`config.mk`:
```
export PLATFORM = sky130hd
export DESIGN_NAME = sram_arbiter
export DESIGN_NICKNAME = d
export VERILOG_FILES = /design/src/rtl/sram_arb_pkg.sv /design/src/rtl/sram_arb_fifo.sv /design/src/rtl/sram_arbiter.sv
export SDC_FILE = /design/constraint.sdc
export NUM_CORES = 1
export LEC_CHECK = 0
export CAP_MARGIN = 25
export CORE_UTILIZATION = 53
export CTS_BUF_LIST = sky130_fd_sc_hd__clkbuf_4 sky130_fd_sc_hd__clkbuf_8
export CTS_CLUSTER_SIZE = 30
export DETAILED_ROUTE_END_ITERATION = 8
export PLACE_DENSITY_LB_ADDON = 0.12
export REMOVE_ABC_BUFFERS = 1
export SYNTH_ARGS = -nofsm -noshare
export SYNTH_HDL_FRONTEND = slang
export SYNTH_SLANG_ARGS = --single-unit
```
`constraint.sdc`:
```
create_clock -name clk -period 3.6 [get_ports clk]
set_clock_uncertainty 0.2 [all_clocks]
set_input_delay 0.72 -clock clk [delete_from_list [all_inputs] [get_ports clk]]
set_output_delay 0.72 -clock clk [all_outputs]
set_load 0.01 [all_outputs]
```
`src/rtl/sram_arb_pkg.sv`:
```
// sram_arb_pkg: shared types for the SDRAM byte-port arbiter.
// FSM state and source-select enums, plus the download FIFO entry layout.
package sram_arb_pkg;

   // Address width of a download FIFO entry; the arbiter's AW must match.
   localparam int ARB_AW = 25;

   typedef enum logic [1:0] {
      ST_IDLE  = 2'd0,
      ST_ISSUE = 2'd1,
      ST_WAIT  = 2'd2
   } arb_state_t;

   typedef enum logic [1:0] {
      SRC_DL   = 2'd0,
      SRC_TAPE = 2'd1,
      SRC_AUX  = 2'd2
   } arb_src_t;

   typedef struct packed {
      logic [ARB_AW-1:0] addr;
      logic [7:0]        data;
   } dl_entry_t;

endpackage

```
`src/rtl/sram_arb_fifo.sv`:
```
// sram_arb_fifo: synchronous FIFO with registered full/empty flags.
// A push while full is accepted only when a pop happens in the same cycle.
module sram_arb_fifo #(
   parameter int DEPTH = 4,
   parameter int W     = 33
) (
   input  logic                     clk,
   input  logic                     reset,
   input  logic                     push,
   input  logic                     pop,
   input  logic [W-1:0]             din,
   output logic [W-1:0]             dout,
   output logic                     full,
   output logic                     empty,
   output logic [$clog2(DEPTH):0]   count
);

   localparam int PW = $clog2(DEPTH);
   localparam logic [PW:0] FULL_CNT = DEPTH[PW:0];

   logic [W-1:0]  r_mem [DEPTH];
   logic [PW-1:0] r_wptr;
   logic [PW-1:0] r_rptr;
   logic [PW:0]   r_count;
   logic          r_full;
   logic          r_empty;

   logic          w_do_pop;
   logic          w_do_push;
   logic [PW:0]   w_next_count;

   assign w_do_pop  = pop && !r_empty;
   assign w_do_push = push && (!r_full || w_do_pop);

   // Next occupancy: simultaneous push and pop leaves the count unchanged.
   always_comb begin
      w_next_count = r_count;
      if (w_do_push && !w_do_pop)
         w_next_count = r_count + 1'b1;
      else if (!w_do_push && w_do_pop)
         w_next_count = r_count - 1'b1;
   end

   // Pointer, count and flag registers; pointers wrap naturally (power-of-two depth).
   always_ff @(posedge clk) begin
      if (reset) begin
         r_wptr  <= '0;
         r_rptr  <= '0;
         r_count <= '0;
         r_full  <= 1'b0;
         r_empty <= 1'b1;
      end else begin
         if (w_do_push) r_wptr <= r_wptr + 1'b1;
         if (w_do_pop)  r_rptr <= r_rptr + 1'b1;
         r_count <= w_next_count;
         r_full  <= (w_next_count == FULL_CNT);
         r_empty <= (w_next_count == '0);
      end
   end

   // Entry storage; contents are meaningless while empty, so no reset.
   always_ff @(posedge clk) begin
      if (w_do_push) r_mem[r_wptr] <= din;
   end

   assign dout  = r_mem[r_rptr];
   assign full  = r_full;
   assign empty = r_empty;
   assign count = r_count;

endmodule

```
`src/rtl/sram_arbiter.sv`:
```
// sram_arbiter: single-master front end for the SDRAM byte port.
// Download writes are posted through a FIFO; tape and aux use req/ack.
// Optional WAIT watchdog and mem_err output: define SRAM_ARB_TIMEOUT_EN.
module sram_arbiter
   import sram_arb_pkg::*;
#(
   parameter int AW         = ARB_AW,
   parameter int DL_DEPTH   = 4,
   parameter int STARVE_MAX = 8
`ifdef SRAM_ARB_TIMEOUT_EN
  ,parameter int TIMEOUT    = 255
`endif
) (
   input  logic          clk,
   input  logic          reset,
   input  logic          dl_wr,
   input  logic [AW-1:0] dl_addr,
   input  logic [7:0]    dl_data,
   output logic          dl_full,
   output logic          dl_ovf,
   input  logic          tape_req,
   input  logic [AW-1:0] tape_addr,
   output logic          tape_ack,
   output logic [7:0]    tape_data,
   input  logic          aux_req,
   input  logic          aux_we,
   input  logic [AW-1:0] aux_addr,
   input  logic [7:0]    aux_wdata,
   output logic          aux_ack,
   output logic [7:0]    aux_rdata,
   output logic [AW-1:0] mem_addr,
   output logic [7:0]    mem_din,
   output logic          mem_we,
   output logic          mem_rd,
   input  logic [7:0]    mem_dout,
   input  logic          mem_done,
   output logic          busy
`ifdef SRAM_ARB_TIMEOUT_EN
  ,output logic          mem_err
`endif
);

   localparam int SW = $clog2(STARVE_MAX + 1);
   localparam logic [SW-1:0] STARVE_LIM = SW'(STARVE_MAX);
`ifdef SRAM_ARB_TIMEOUT_EN
   localparam int TW = $clog2(TIMEOUT + 1);
   localparam logic [TW-1:0] WD_LAST = TW'(TIMEOUT - 1);
   logic [TW-1:0]  r_wd;
   logic           r_mem_err;
`endif

   arb_state_t     r_state;
   arb_src_t       r_src;
   logic [SW-1:0]  r_starve;
   logic           r_aux_we;
   logic [AW-1:0]  r_mem_addr;
   logic [7:0]     r_mem_din;
   logic           r_mem_we;
   logic           r_mem_rd;
   logic           r_tape_ack;
   logic [7:0]     r_tape_data;
   logic           r_aux_ack;
   logic [7:0]     r_aux_rdata;
   logic           r_dl_ovf;

   dl_entry_t                    w_push_entry;
   dl_entry_t                    w_head;
   logic                         w_full;
   logic                         w_empty;
   logic                         w_pop;
   logic                         w_tape_starved;
   logic [$clog2(DL_DEPTH):0]    w_count;

   assign w_push_entry   = '{addr: dl_addr, data: dl_data};
   assign w_pop          = (r_state == ST_ISSUE) && (r_src == SRC_DL);
   assign w_tape_starved = tape_req && (r_starve == STARVE_LIM);

   sram_arb_fifo #(
      .DEPTH (DL_DEPTH),
      .W     ($bits(dl_entry_t))
   ) u_fifo (
      .clk   (clk),
      .reset (reset),
      .push  (dl_wr),
      .pop   (w_pop),
      .din   (w_push_entry),
      .dout  (w_head),
      .full  (w_full),
      .empty (w_empty),
      .count (w_count)
   );

   // Arbitration FSM: grant in IDLE, strobe in ISSUE, collect completion in WAIT.
   always_ff @(posedge clk) begin
      if (reset) begin
         r_state     <= ST_IDLE;
         r_src       <= SRC_DL;
         r_starve    <= '0;
         r_aux_we    <= 1'b0;
         r_mem_addr  <= '0;
         r_mem_din   <= '0;
         r_mem_we    <= 1'b0;
         r_mem_rd    <= 1'b0;
         r_tape_ack  <= 1'b0;
         r_tape_data <= '0;
         r_aux_ack   <= 1'b0;
         r_aux_rdata <= '0;
         r_dl_ovf    <= 1'b0;
`ifdef SRAM_ARB_TIMEOUT_EN
         r_wd        <= '0;
         r_mem_err   <= 1'b0;
`endif
      end else begin
         r_tape_ack <= 1'b0;
         r_aux_ack  <= 1'b0;
         // A strobe is lost only when full with no pop freeing a slot.
         if (dl_wr && w_full && !w_pop) r_dl_ovf <= 1'b1;

         case (r_state)
            ST_IDLE: begin
               if (!tape_req) r_starve <= '0;
               if (!w_empty && !w_tape_starved) begin
                  r_src      <= SRC_DL;
                  r_mem_addr <= w_head.addr;
                  r_mem_din  <= w_head.data;
                  r_mem_we   <= 1'b1;
                  r_state    <= ST_ISSUE;
                  if (tape_req) r_starve <= r_starve + 1'b1;
               end else if (tape_req) begin
                  r_src      <= SRC_TAPE;
                  r_mem_addr <= tape_addr;
                  r_mem_din  <= '0;
                  r_mem_rd   <= 1'b1;
                  r_starve   <= '0;
                  r_state    <= ST_ISSUE;
               end else if (aux_req) begin
                  r_src      <= SRC_AUX;
                  r_aux_we   <= aux_we;
                  r_mem_addr <= aux_addr;
                  r_mem_din  <= aux_wdata;
                  r_mem_we   <= aux_we;
                  r_mem_rd   <= !aux_we;
                  r_state    <= ST_ISSUE;
               end
            end
            ST_ISSUE: begin
               r_mem_we <= 1'b0;
               r_mem_rd <= 1'b0;
               r_state  <= ST_WAIT;
`ifdef SRAM_ARB_TIMEOUT_EN
               r_wd     <= '0;
`endif
            end
            ST_WAIT: begin
               if (mem_done) begin
                  r_state <= ST_IDLE;
                  if (r_src == SRC_TAPE) begin
                     r_tape_data <= mem_dout;
                     r_tape_ack  <= 1'b1;
                  end else if (r_src == SRC_AUX) begin
                     if (!r_aux_we) r_aux_rdata <= mem_dout;
                     r_aux_ack <= 1'b1;
                  end
               end
`ifdef SRAM_ARB_TIMEOUT_EN
               else if (r_wd == WD_LAST) begin
                  // Memory never answered: release the requester with an all-ones byte.
                  r_state   <= ST_IDLE;
                  r_mem_err <= 1'b1;
                  if (r_src == SRC_TAPE) begin
                     r_tape_data <= 8'hFF;
                     r_tape_ack  <= 1'b1;
                  end else if (r_src == SRC_AUX) begin
                     r_aux_rdata <= 8'hFF;
                     r_aux_ack   <= 1'b1;
                  end
               end else begin
                  r_wd <= r_wd + 1'b1;
               end
`endif
            end
            default: r_state <= ST_IDLE;
         endcase
      end
   end

   assign dl_full   = w_full;
   assign dl_ovf    = r_dl_ovf;
   assign tape_ack  = r_tape_ack;
   assign tape_data = r_tape_data;
   assign aux_ack   = r_aux_ack;
   assign aux_rdata = r_aux_rdata;
   assign mem_addr  = r_mem_addr;
   assign mem_din   = r_mem_din;
   assign mem_we    = r_mem_we;
   assign mem_rd    = r_mem_rd;
   assign busy      = (r_state != ST_IDLE) || (w_count != '0);
`ifdef SRAM_ARB_TIMEOUT_EN
   assign mem_err   = r_mem_err;
`endif

endmodule
```
==> results of run 1 <==
[synthesized netlist by cell type, drive strengths merged (2+ instances only)]
cell type	number	area, um^2
a211oi	2	20.0
o21ai	7	35.0
clkbuf	28	105
a21o	2	15.0
nor2	45	169
a22oi	2	15.0
or3	2	12.5
nand3b	4	30.0
a21oi	35	175
nand3	2	10.0
mux4	33	743
ha	9	113
and2	5	31.3
a221oi	8	70.1
nand2b	3	18.8
dfxtp	74	1480
inv	11	41.3
mux2i	45	450
nor3	16	80.1
nand2	55	206
buf	14	68.8
xnor2	3	26.3
or2	2	12.5
nor2b	3	18.8
edfxtp	132	3960
o211ai	25	188
[how the worst max path moves through the flow]
stage / startpoint / cells after the start / to
2_1_floorplan: r_state[0]$_SDFFE_PP0P_ / 4 / u_fifo.r_mem[0][0]$_DFFE_PP_
3_3_place_gp: dl_wr / 4 / u_fifo.r_mem[2][12]$_DFFE_PP_
3_5_place_dp: dl_wr / 4 / u_fifo.r_mem[3][3]$_DFFE_PP_
4_1_cts: r_state[0]$_SDFFE_PP0P_ / 3 / busy
5_1_grt: r_state[0]$_SDFFE_PP0P_ / 5 / u_fifo.r_mem[3][3]$_DFFE_PP_
6_report: r_state[1]$_SDFFE_PP0P_ / 3 / busy
[cell type report]
class	instances	area, um^2
Fill cell	1057	4390
Clock inverter	5	21.3
Inverter	11	41.3
Clock buffer	56	696
Multi-Input combinational cell	322	2600
Sequential cell	206	5450
Tap cell	188	235
Timing Repair Buffer	177	1770
[sequential cells by signal (all words and copies together) (netlist names), 2 cells and up, named ones only]
signal	cells
u_fifo.r_rptr	2
tape_data	8
mem_din	8
u_fifo.count	3
r_starve	4
mem_addr	25
r_src	2
u_fifo.r_mem	132
r_state	2
u_fifo.r_wptr	2
aux_rdata	8
[logic make-up after synthesis]
kind of cell | Yosys count | share of synthesized area
flip-flops | 206 | 0.661
AND/OR/NAND/NOR | 141 | 0.0756
AO/OA/AOI/OAI | 90 | 0.0748
multiplexers | 78 | 0.145
buffers and inverters | 53 | 0.0261
adder cells (fa/ha/maj) | 9 | 0.0137
XOR/XNOR | 4 | 0.00425
[through the flow]
stage / hold slack (ns) / area [um^2] / util
2_1_floorplan: 0.256 / 8070 / -
3_3_place_gp: 0.241 / 10100 / 0.664
3_5_place_dp: 0.247 / 10100 / 0.664
4_1_cts: 0.255 / 10800 / 0.711
5_1_grt: 0.279 / 10800 / 0.711
6_report: 0.252 / 10800 / 0.711
[power by group through the flow]
stage	sequential, mW	clock (mW)	combinational [mW]
6_report	2.84	2.07	1.17
5_1_grt	2.87	2.22	1.28
4_1_cts	2.85	2.12	1.18
3_5_place_dp	2.89	0	1.17
3_3_place_gp	2.88	0	1.15
2_1_floorplan	2.92	0	0.555
[routing by layer]
metal,vias up,part of all wire
li1,2521,-
met1,2543,0.42
met2,207,0.49
met3,26,0.073
met4,0,0.015
met5,-,0
[worst min-delay path, delay by kind of cell, from the launching register on]
kind	cells	cell delay (ns)
AOI/OAI and AO/OA	1	0.05
DFF	1	0.30
and+or+nand+nor	1	0.05
==> results, run 1 <==
- The register share of total power is 0.467.
- Synthesis inferred 206 register bits.
- The data required time of the worst path is 2.68 ns.
- For this design the total switching power over the nets is 1.56 mW.
- In the final routed layout, each cell accounts on average for 18.5 um.
- The run finished with clean final reports.
- The startpoint identified for the worst hold timing path is mem_addr[19]$_SDFFE_PP0P_.
- For this run, global-route usage on met3 was measured as 0.0485.
- The worst setup margin is 0.627 ns.
- The first global-routing pass estimated 28,200 um of wire.
- At the end of the flow, the number of nets in the layout was 867.
- The number of stages on the worst hold path is 2.
- The share of total power dissipated in the clock network is 0.340.
- The shortest period the worst path allows is 2.97 ns.
- The initial utilization of the core area, before any placement, comes to 0.542.
- For this design the static power due to leakage is 3.86 nW.
- The die outline height is 127 um.
- The first detailed-routing pass took 4 iterations.
- The total die area is 16,100 um^2.
- After the flow finishes, the layout carries non-filler instances totaling 965.
- The overall power of the completed layout is 6.09 mW.
- For this run, the top clock speed supported by timing is 336 MHz.
- The worst register-to-register path ends at u_fifo.r_mem[3][4]$_DFFE_PP_.
- The number of warnings printed during yosys synthesis is 0.
- Setup repair after global routing left no endpoint under its margin.
- The sequential cell area fraction in the yosys report is 0.661.
- The kind of cell with the highest combined delay along the critical path is simple AND/OR/NAND/NOR gates.
- Prior to clock tree synthesis, the placed netlist has a worst setup slack of 0.553 ns.
- Row generation in the floorplan step produced 45 rows.
- The remaining antenna violation count after routing is 0.
- The worst register-to-register path begins at r_state[0]$_SDFFE_PP0P_.
- The worst setup path is launched from a flop.
- In this run, CTS created clock tree buffers numbering 34.
- For this run, the slowest stage of the critical path takes 0.56 ns.
- The endpoint arrival time on the critical path is 2.05 ns.
- The worst-case IR drop observed on VDD is 0.316 mV.
- The number of enable flip-flop cells after synthesis is 132.
- The number of setup buffers added after CTS is 0.
- The most used flip-flop cell after synthesis is edfxtp_1.
- The number of gates given a new drive strength after cts is 0.
- Summed over all failing endpoints, the final setup total negative slack is 0 ns.
- The critical path goes through nor2_1 > nand3b_1 > clkdlybuf4s50_1.
- Max-cap violations in this run came to 0.
- The met1 capacity usage during global routing is 0.305.
- The number of failing hold endpoints at the final stage came to 0.
- At the end of routability-driven placement, the weighted congestion stood at 0.761.
- The core footprint is 15,200 um^2.
- The total number of H-tree levels is 2.
- The initial antenna violation count is 0.
- Port buffering added 161 buffers.
- The average cell area after synthesis is 14.2 um^2.
- The residual DRC count is 0.
- Setup violations remaining at the end of the flow were counted as 0.
- The layout-stage area growth over the synthesis result is 31.2%.
- The cell sitting at the root of the clock tree is a clkbuf_8.
- The flop-to-flop setup slack is 0.64 ns.
- For hold timing, the worst endpoint is mem_addr[19]$_SDFFE_PP0P_.
- The number of buffers and inverters on the critical path is 1.
- The global routing stage identified its most utilized layer as met2.
- The total wire length after detailed routing is 17,800 um.
- The synthesized netlist contains 44 unique library cells.
- The clock latency of the later-clocked register in the worst-skew pair is 0.49 ns.
- Summing every instance area after synthesis gives 8240 um^2.
- The global-route congestion overflow total is 0.
- The design internal power is 4.53 mW.
- After clock tree synthesis, the clock-pin slew on the worst setup and hold paths is 0.05 ns.
- The routed layout has 5,297 vias.
- The critical path is of the reg -> out type.
- The maximum count of clock buffers along a single path is 3.
- The number of global-route vias before repair was 5,589.
- In this run the worst path has a maximum fanout of 8.
- The top cell types in the final layout, fill and taps aside, are 159 x clkdlybuf4s50_1, 132 x edfxtp_1, 72 x dfxtp_1, 55 x nand2_1.
- The ratio of cells with drive above 1 in the final layout is 0.160.
- For met2 alone, demand over resource in global routing was 0.390.
- The cell count of the worst reg-to-reg path is 5.
- The global-route total usage across every layer is 0.232.
- The number of hold buffers added after CTS was 0.
- After synthesis, the share of flip-flops with an asynchronous set or reset is 0.
- The worst-margin pin slew is 0.880 ns.
- The DRC violation total after the first TritonRoute iteration is 281.
- Power spread over the standard cell area amounts to 563 nW/um^2.
- The part of the total power dissipated in combinational logic is 0.193.
- The final count of pins violating max slew is 0.
- TritonCTS built the clock tree.
- The remaining max-slew budget at the tightest pin is 0.412.
- The number of cells in the design after placement is 904.
- The share of the cycle needed by the critical path after routing is 0.826.
- The average vias per placed instance is 5.49.
- The kind of end point of the critical path is an output port.
- Synthesis handed over a netlist of 581 instances.
- The switching part of the total is 0.256.
- The die width is 127 um.
- The pin count of the biggest net entering global routing is 40.
- The slowest stage of the critical path is the nor2_1 cell.
- The number of antenna diodes in the final layout is 0.
- The number of top-level design ports is 162.
- The HPWL after detailed placement is 11,800 um.
- Clock tree synthesis found a total of 206 sinks.
- The classification of the worst-slack hold path is reg -> reg.
- The most frequent standard cell in the layout excluding fill and tap cells is clkdlybuf4s50_1.
Note: power is estimated with default switching activity, not from simulation.
==> run 2, diff against run 1 <==
--- a/config.mk
+++ b/config.mk
@@ -6,7 +6,7 @@
 export NUM_CORES = 1
 export LEC_CHECK = 0
 export CAP_MARGIN = 25
-export CORE_UTILIZATION = 53
+export CORE_UTILIZATION = 48
 export CTS_BUF_LIST = sky130_fd_sc_hd__clkbuf_4 sky130_fd_sc_hd__clkbuf_8
 export CTS_CLUSTER_SIZE = 30
 export DETAILED_ROUTE_END_ITERATION = 8
==> constraint.sdc (replaced) <==
create_clock -name clk -period 2.5 [get_ports clk]
set_clock_uncertainty 0.2 [all_clocks]
set_input_delay 0.5 -clock clk [delete_from_list [all_inputs] [get_ports clk]]
set_output_delay 0.5 -clock clk [all_outputs]
set_load 0.01 [all_outputs]
==> results, run 2 (same netlist as run 1, synthesis figures left out) <==
- The startpoint identified for the worst register-to-register timing path is r_src[0]$_SDFFE_PP0P_.
- The final count of pins violating max slew was 0 (unchanged).
- Tracing the worst setup path back leads to its startpoint at r_src[0]$_SDFFE_PP0P_.
- The average vias per placed instance is 5.40 (-1.6%).
- The clock sink total is 206 (unchanged).
- The static leakage power was 3.89 nW (+0.98%).
- The kind of end point of the critical path is a flop.
- The number of placement rows is 47 (+4.4%).
- The residual DRC count is 0 (unchanged).
- The number of setup violations in the final report is 0 (unchanged).
- In the layout the commonest cells are 158 x clkdlybuf4s50_1, 132 x edfxtp_1, 70 x dfxtp_1, 55 x nand2_1.
- The data required time of the worst path is 2.53 ns (-0.15 ns).
- The number of stages on the worst hold path came to 2 (unchanged).
- The global-route total usage across every layer came to 0.211 (-0.0204).
- The number of cells in the design after placement was 950 (+5.1%).
- The worst-case hold slack is 0.225 ns (-0.0268 ns).
- The maximum fanout count along the critical path is 11 (+3).
- The half-perimeter wire length of the detailed placement result is 12,400 um (+5.4%).
- The worst-margin pin slew is 0.522 ns (-0.358 ns).
- The pin count of the biggest net entering global routing was 50 (+25%).
- The cell count of the worst reg-to-reg path is 5 (unchanged).
- The total number of H-tree levels is 1 (-1).
- The total of fill cells in the finished design came to 1,256 (+19%).
- The core footprint is 16,700 um^2 (+9.9%).
- The flow ran to the end, and the final reports show no timing, DRC or antenna violations.
- The effective utilization at floorplan is 0.493 (-0.0487).
- The DRC violation total after the first TritonRoute iteration is 286 (+1.8%).
- The wire length of the first global-routing pass is 28,800 um (+2.0%).
- The number of global-route vias before repair came to 5,543 (-0.82%).
- Setup repair after global routing left no endpoint under its margin.
- The sum of routed wire segments on met1 was 7780 um (+3.6%).
- The global-route congestion overflow total was 0 (unchanged).
- The ratio of cells with drive above 1 in the final layout is 0.168 (+0.00792).
- The average wire length per cell after detail routing is 18.3 um (-0.88%).
- The maximum count of clock buffers along a single path came to 3 (unchanged).
- The most frequent standard cell in the layout excluding fill and tap cells is clkdlybuf4s50_1.
- The remaining antenna violation count after routing is 0 (unchanged).
- The length of the first detailed-routing pass in iterations is 4 (unchanged).
- Traced cell by cell, the critical path runs through or4b_1 > or2_2 > a21boi_4 > and2_2 > buf_4.
- The routed length on met3 came to 1080 um (-17%).
- The endpoint arrival time on the critical path is 2.43 ns (+0.38 ns).
- The initial antenna violation count is 0 (unchanged).
- The root buffer cell is clkbuf_8.
- The number of flip-flops under the largest register name is 132 (unchanged).
- The startpoint type of the worst setup path is a flop.
- On the critical path the largest part of the delay comes from simple AND/OR/NAND/NOR gates.
- The min-delay analysis places its worst path in the category in -> reg.
- The number of nets in the finished design is 879 (+1.4%).
- The maximum clock frequency is 417 MHz.
- The capture point of the worst path is u_fifo.r_mem[0][32]$_DFFE_PP_.
- The max-capacitance violation count came to 0 (unchanged).
- The die width was 133 um (+5.0%).
- The total wire length after detailed routing came to 18,500 um (+3.5%).
- The critical path in this run is classified as reg -> reg.
- The number of buffers inserted during clock tree synthesis came to 31 (-8.8%).
- The slowest cell on the critical path is or4b_1.
- The number of cells in the finished layout apart from fillers is 1,008 (+4.5%).
- The maximum VDD drop came to 0.500 mV (+58%).
- Of the available clock period, the critical path in the final layout requires 0.959.
- The total die area is 17,700 um^2 (+10%).
- The highest layer touched by signal routing is met4.
- The die outline height is 133 um (+5.0%).
- The cell count along the critical path is 5 (+2).
- For the finished layout, the period the worst path requires is 2.40 ns.
- The remaining max-slew budget at the tightest pin is 0.652 (+0.240).
- The wire length on met2 came to 9190 um (+4.9%).
- The clock-pin slew on the worst setup and hold paths is 0.07 ns (+0.02 ns).
- The total number of vias is 5,443 (+2.8%).
- The number of buffers and inverters on the critical path is 1 (unchanged).
- The antenna diode instance count was 0 (unchanged).
- The peak per-stage delay on the critical path is 0.53 ns (-0.03 ns).
- The final weighted congestion of routability-driven global placement is 0.778 (+2.2%).
- Counting flops per register, the top entry is u_fifo.r_mem.
- The number of failing hold endpoints at the final stage is 0 (unchanged).
- The number of buffers added on ports is 161 (unchanged).
- TritonCTS built the clock tree.
- The power density over the cells is 782 nW/um^2 (+39%).
- The clock latency of the later-clocked register in the worst-skew pair came to 0.54 ns (+0.05 ns).
- The layout-stage area growth over the synthesis result is 32.5%.
- The number of top-level design ports is 162 (unchanged).
- The number of buffers added to fix hold violations after cts is 0 (unchanged).
- The flop-to-flop setup slack was 0.10 ns (-0.54 ns).
- In this run the critical register-to-register path is captured at u_fifo.r_mem[0][32]$_DFFE_PP_.
## run 2: cell count changes in the layout (fill, tap and decap cells not counted), sizes merged
cell           before  now
buf                18   33
bufinv              0    1
clkbuf             56   38
clkdlybuf4s50     159  158
clkinv              5   17
clkinvlp            0    1
dlygate4sd2         0    1
## run 2: repair_timing
action / 4_1_cts / 5_1_grt
gates resized for setup: 5 / 0
endpoints found under the setup margin: 127 / 72
pin swaps: 0 / 1
setup buffers: 0 / 1
## run 2: power breakdown
group	leakage, nW	total [mW]	internal [mW]	switching (mW)
logic	1.75	1.81	0.915	0.899
registers	1.82	4.07	3.92	0.147
clock network	0.323	2.65	1.42	1.23
## run 2: worst register-to-register path: stages, from the launching register on
cell,delay [ns]
dfxtp_1,0.33
or4b_1,0.53
or2_2,0.33
a21boi_4,0.24
and2_2,0.23
buf_4,0.22
## run 2: metrics by stage
step | TNS (ns) | utilization | instance area [um^2] | setup slack (ns) | power (mW)
finish | 0 | 0.654 | 10900 | 0.103 | 8.54
global route | 0 | 0.654 | 10900 | 0.0326 | 8.92
CTS | 0 | 0.653 | 10900 | 0.0390 | 8.61
detailed placement | -1.36 | 0.616 | 10300 | -0.0353 | 5.96
global placement | 0 | 0.616 | 10300 | 0.0346 | 5.91
floorplan | -68.92 | - | 8070 | -0.470 | 5.01
## run 2: final cells by class
cell class | instances | area, um^2 | area share
flip-flops and latches | 206 | 5450 | 0.499
multi-input cells | 322 | 2610 | 0.239
repair buffers | 192 | 1930 | 0.177
clock buffers | 38 | 498 | 0.0456
well taps | 220 | 275 | 0.0252
clock inverters | 19 | 111 | 0.0102
inverters | 11 | 41.3 | 0.00378
## run 2: worst min path at each step
stage                                          from                        end  slack, ns
after floorplan            r_starve[1]$_SDFFE_PP0P_   r_starve[1]$_SDFFE_PP0P_       0.26
after global placement    mem_addr[13]$_SDFFE_PP0P_  mem_addr[13]$_SDFFE_PP0P_       0.24
after detailed placement  mem_addr[13]$_SDFFE_PP0P_  mem_addr[13]$_SDFFE_PP0P_       0.25
after CTS                                     reset  aux_rdata[3]$_SDFFE_PP0P_       0.19
after global routing                          reset  aux_rdata[6]$_SDFFE_PP0P_       0.23
final                                         reset  tape_data[7]$_SDFFE_PP0P_       0.23
## run 2: layer usage
layer / track usage / vias up
met3: 0.0307 / 31
met2: 0.365 / 203
met4: 0.0651 / 0
li1: - / 2547
met5: 0 / -
met1: 0.276 / 2662
==> run 3, diff against run 2 <==
--- a/config.mk
+++ b/config.mk
@@ -10,6 +10,7 @@
 export CTS_BUF_LIST = sky130_fd_sc_hd__clkbuf_4 sky130_fd_sc_hd__clkbuf_8
 export CTS_CLUSTER_SIZE = 30
 export DETAILED_ROUTE_END_ITERATION = 8
+export MAX_ROUTING_LAYER = met4
 export PLACE_DENSITY_LB_ADDON = 0.12
 export REMOVE_ABC_BUFFERS = 1
 export SYNTH_ARGS = -nofsm -noshare
==> results, run 3 (same netlist as run 1, synthesis figures left out) <==
- The run finished with clean final reports.
- The number of stages on the worst hold path is 2 (unchanged).
- The number of cells in the design after placement came to 950 (unchanged).
- In the layout the commonest cells are 158 x clkdlybuf4s50_1, 132 x edfxtp_1, 70 x dfxtp_1, 55 x nand2_1.
- The share of the cycle needed by the critical path after routing is 0.958 (-0.00125).
- The wire length of the first global-routing pass was 28,800 um (about the same).
- The half-perimeter wire length of the detailed placement result was 12,400 um (unchanged).
- The number of flip-flops under the largest register name was 132 (unchanged).
- The die outline height is 133 um (unchanged).
- TritonCTS built the clock tree.
- The clock-pin slew on the worst setup and hold paths is 0.07 ns (about the same).
- The post-detailed-placement cell area came to 10,300 um^2 (unchanged).
- The number of placement rows is 47 (unchanged).
- The core footprint came to 16,700 um^2 (unchanged).
- The number of setup violations in the final report is 0 (unchanged).
- The number of global-route vias before repair came to 5,542 (-0.018%).
- The die width is 133 um (unchanged).
- The number of buffers inserted during clock tree synthesis is 31 (unchanged).
- The maximum count of clock buffers along a single path was 3 (unchanged).
- The number of buffers added on ports is 161 (unchanged).
- The global-route total usage across every layer came to 0.218 (+0.00673).
- The worst setup slack after placement was -0.0353 ns (unchanged).
- Setup repair after global routing left no endpoint under its margin.
- u_fifo.r_mem holds more flip-flops than any other register.
- The number of top-level design ports is 162 (unchanged).
- The kind of end point of the critical path is a flop.
- The remaining antenna violation count after routing is 0 (unchanged).
- The number of nets in the finished design was 879 (unchanged).
- STA classifies the critical path startpoint as a flop.
- The final count of pins violating max slew is 0 (unchanged).
- The shortest period the worst path allows came to 2.39 ns (-0.00311 ns).
- The total number of vias was 5,443 (unchanged).
- The pin count of the biggest net entering global routing is 50 (unchanged).
- The maximum fanout count along the critical path was 11 (unchanged).
- The worst setup margin is 0.106 ns (+0.00311 ns).
- The worst register-to-register path begins at r_src[0]$_SDFFE_PP0P_.
- The global-route congestion overflow total is 0 (unchanged).
- The maximum clock frequency is 418 MHz (+0.13%).
- The average vias per placed instance is 5.40 (unchanged).
- The power density over the cells is 781 nW/um^2 (about the same).
- The area of all placed cells without fillers is 10,900 um^2 (unchanged).
- The multi-input gate area in the final layout is 2610 um^2 (unchanged).
- The root buffer cell is clkbuf_8.
- The total of fill cells in the finished design is 1,256 (unchanged).
- The utilization of the core after routing is 0.654 (unchanged).
- The cell count of the worst reg-to-reg path came to 5 (unchanged).
- The layout-stage area growth over the synthesis result is 32.5% (unchanged).
- The length of the first detailed-routing pass in iterations is 4 (unchanged).
- The clock sink total is 206 (unchanged).
- The startpoint of the most critical hold path is reset.
- The ratio of cells with drive above 1 in the final layout was 0.168 (unchanged).
- The final weighted congestion of routability-driven global placement is 0.789 (+1.4%).
- The total wire length after detailed routing came to 18,400 um (about the same).
- The total area of sequential cells is 5450 um^2 (unchanged).
- The effective utilization at floorplan is 0.493 (unchanged).
- The data required time of the worst path is 2.53 ns (about the same).
- The total number of H-tree levels is 1 (unchanged).
- The worst-case hold slack is 0.230 ns (+0.00432 ns).
- The kind of critical path is reg -> reg.
- The clock latency of the later-clocked register in the worst-skew pair came to 0.54 ns (about the same).
- The max-capacitance violation count is 0 (unchanged).
- The number of cells in the finished layout apart from fillers came to 1,008 (unchanged).
- The endpoint arrival time on the critical path is 2.42 ns (about the same).
- The average wire length per cell after detail routing is 18.3 um (about the same).
- The static leakage power came to 3.89 nW (unchanged).
- The DRC violation total after the first TritonRoute iteration came to 297 (+3.8%).
- The worst-margin pin slew was 0.527 ns (+0.00444 ns).
- The initial antenna violation count came to 0 (unchanged).
- The antenna diode instance count came to 0 (unchanged).
- The most frequent standard cell in the layout excluding fill and tap cells is clkdlybuf4s50_1.
- The total die area was 17,700 um^2 (unchanged).
- The number of failing hold endpoints at the final stage is 0 (unchanged).
- The maximum VDD drop is 0.500 mV (about the same).
- The classification of the worst-slack hold path is in -> reg.
- The launch point of the worst path is r_src[0]$_SDFFE_PP0P_.
- The remaining max-slew budget at the tightest pin came to 0.649 (-0.00296).
- The residual DRC count was 0 (unchanged).
[run 3: critical path: stages, from the launching register on]
cell and delay (ns):
dfxtp_1 0.33, or4b_1 0.53, or2_2 0.33, a21boi_4 0.24, and2_2 0.23, buf_4 0.22
[run 3: path summary, 6_finish.rpt]
kind / slack, ns / to
worst min-delay path: 0.23 / tape_data[7]$_SDFFE_PP0P_
worst max register to register: 0.11 / u_fifo.r_mem[0][32]$_DFFE_PP_
worst max-delay path: 0.11 / u_fifo.r_mem[0][32]$_DFFE_PP_
worst min register to register: 0.25 / mem_addr[13]$_SDFFE_PP0P_
[run 3: per-layer routing]
| layer | track usage | share of wire |
|---|---|---|
| met1 | 0.277 | 0.42 |
| met2 | 0.365 | 0.50 |
| met3 | 0.0299 | 0.058 |
| met4 | 0.0651 | 0.022 |
| met5 | - | 0 |
[run 3: repair_timing]
item,4_1_cts,5_1_grt
setup endpoints to repair,127,72
buffers inserted,0,1
gates resized for setup,5,0
hold endpoints to repair,0,0
gates cloned,0,0
pin swaps,0,1
hold buffers,0,0
[run 3: metrics by stage]
step	setup TNS (ns)	total power, mW
2_1_floorplan	-68.92	5.01
3_3_place_gp	0	5.91
3_5_place_dp	-1.36	5.96
4_1_cts	0	8.61
5_1_grt	0	8.92
6_report	0	8.53
[run 3: cell type report]
type / count / share of cell area
Tap cell: 220 / 0.0252
Sequential cell: 206 / 0.499
Multi-Input combinational cell: 322 / 0.239
Timing Repair Buffer: 192 / 0.177
Inverter: 11 / 0.00378
Clock inverter: 19 / 0.0102
Clock buffer: 38 / 0.0456
[run 3: where the power goes]
part / internal, mW / total [mW] / switching, mW
clock network: 1.42 / 2.65 / 1.23
registers: 3.92 / 4.07 / 0.148
logic: 0.915 / 1.81 / 0.897
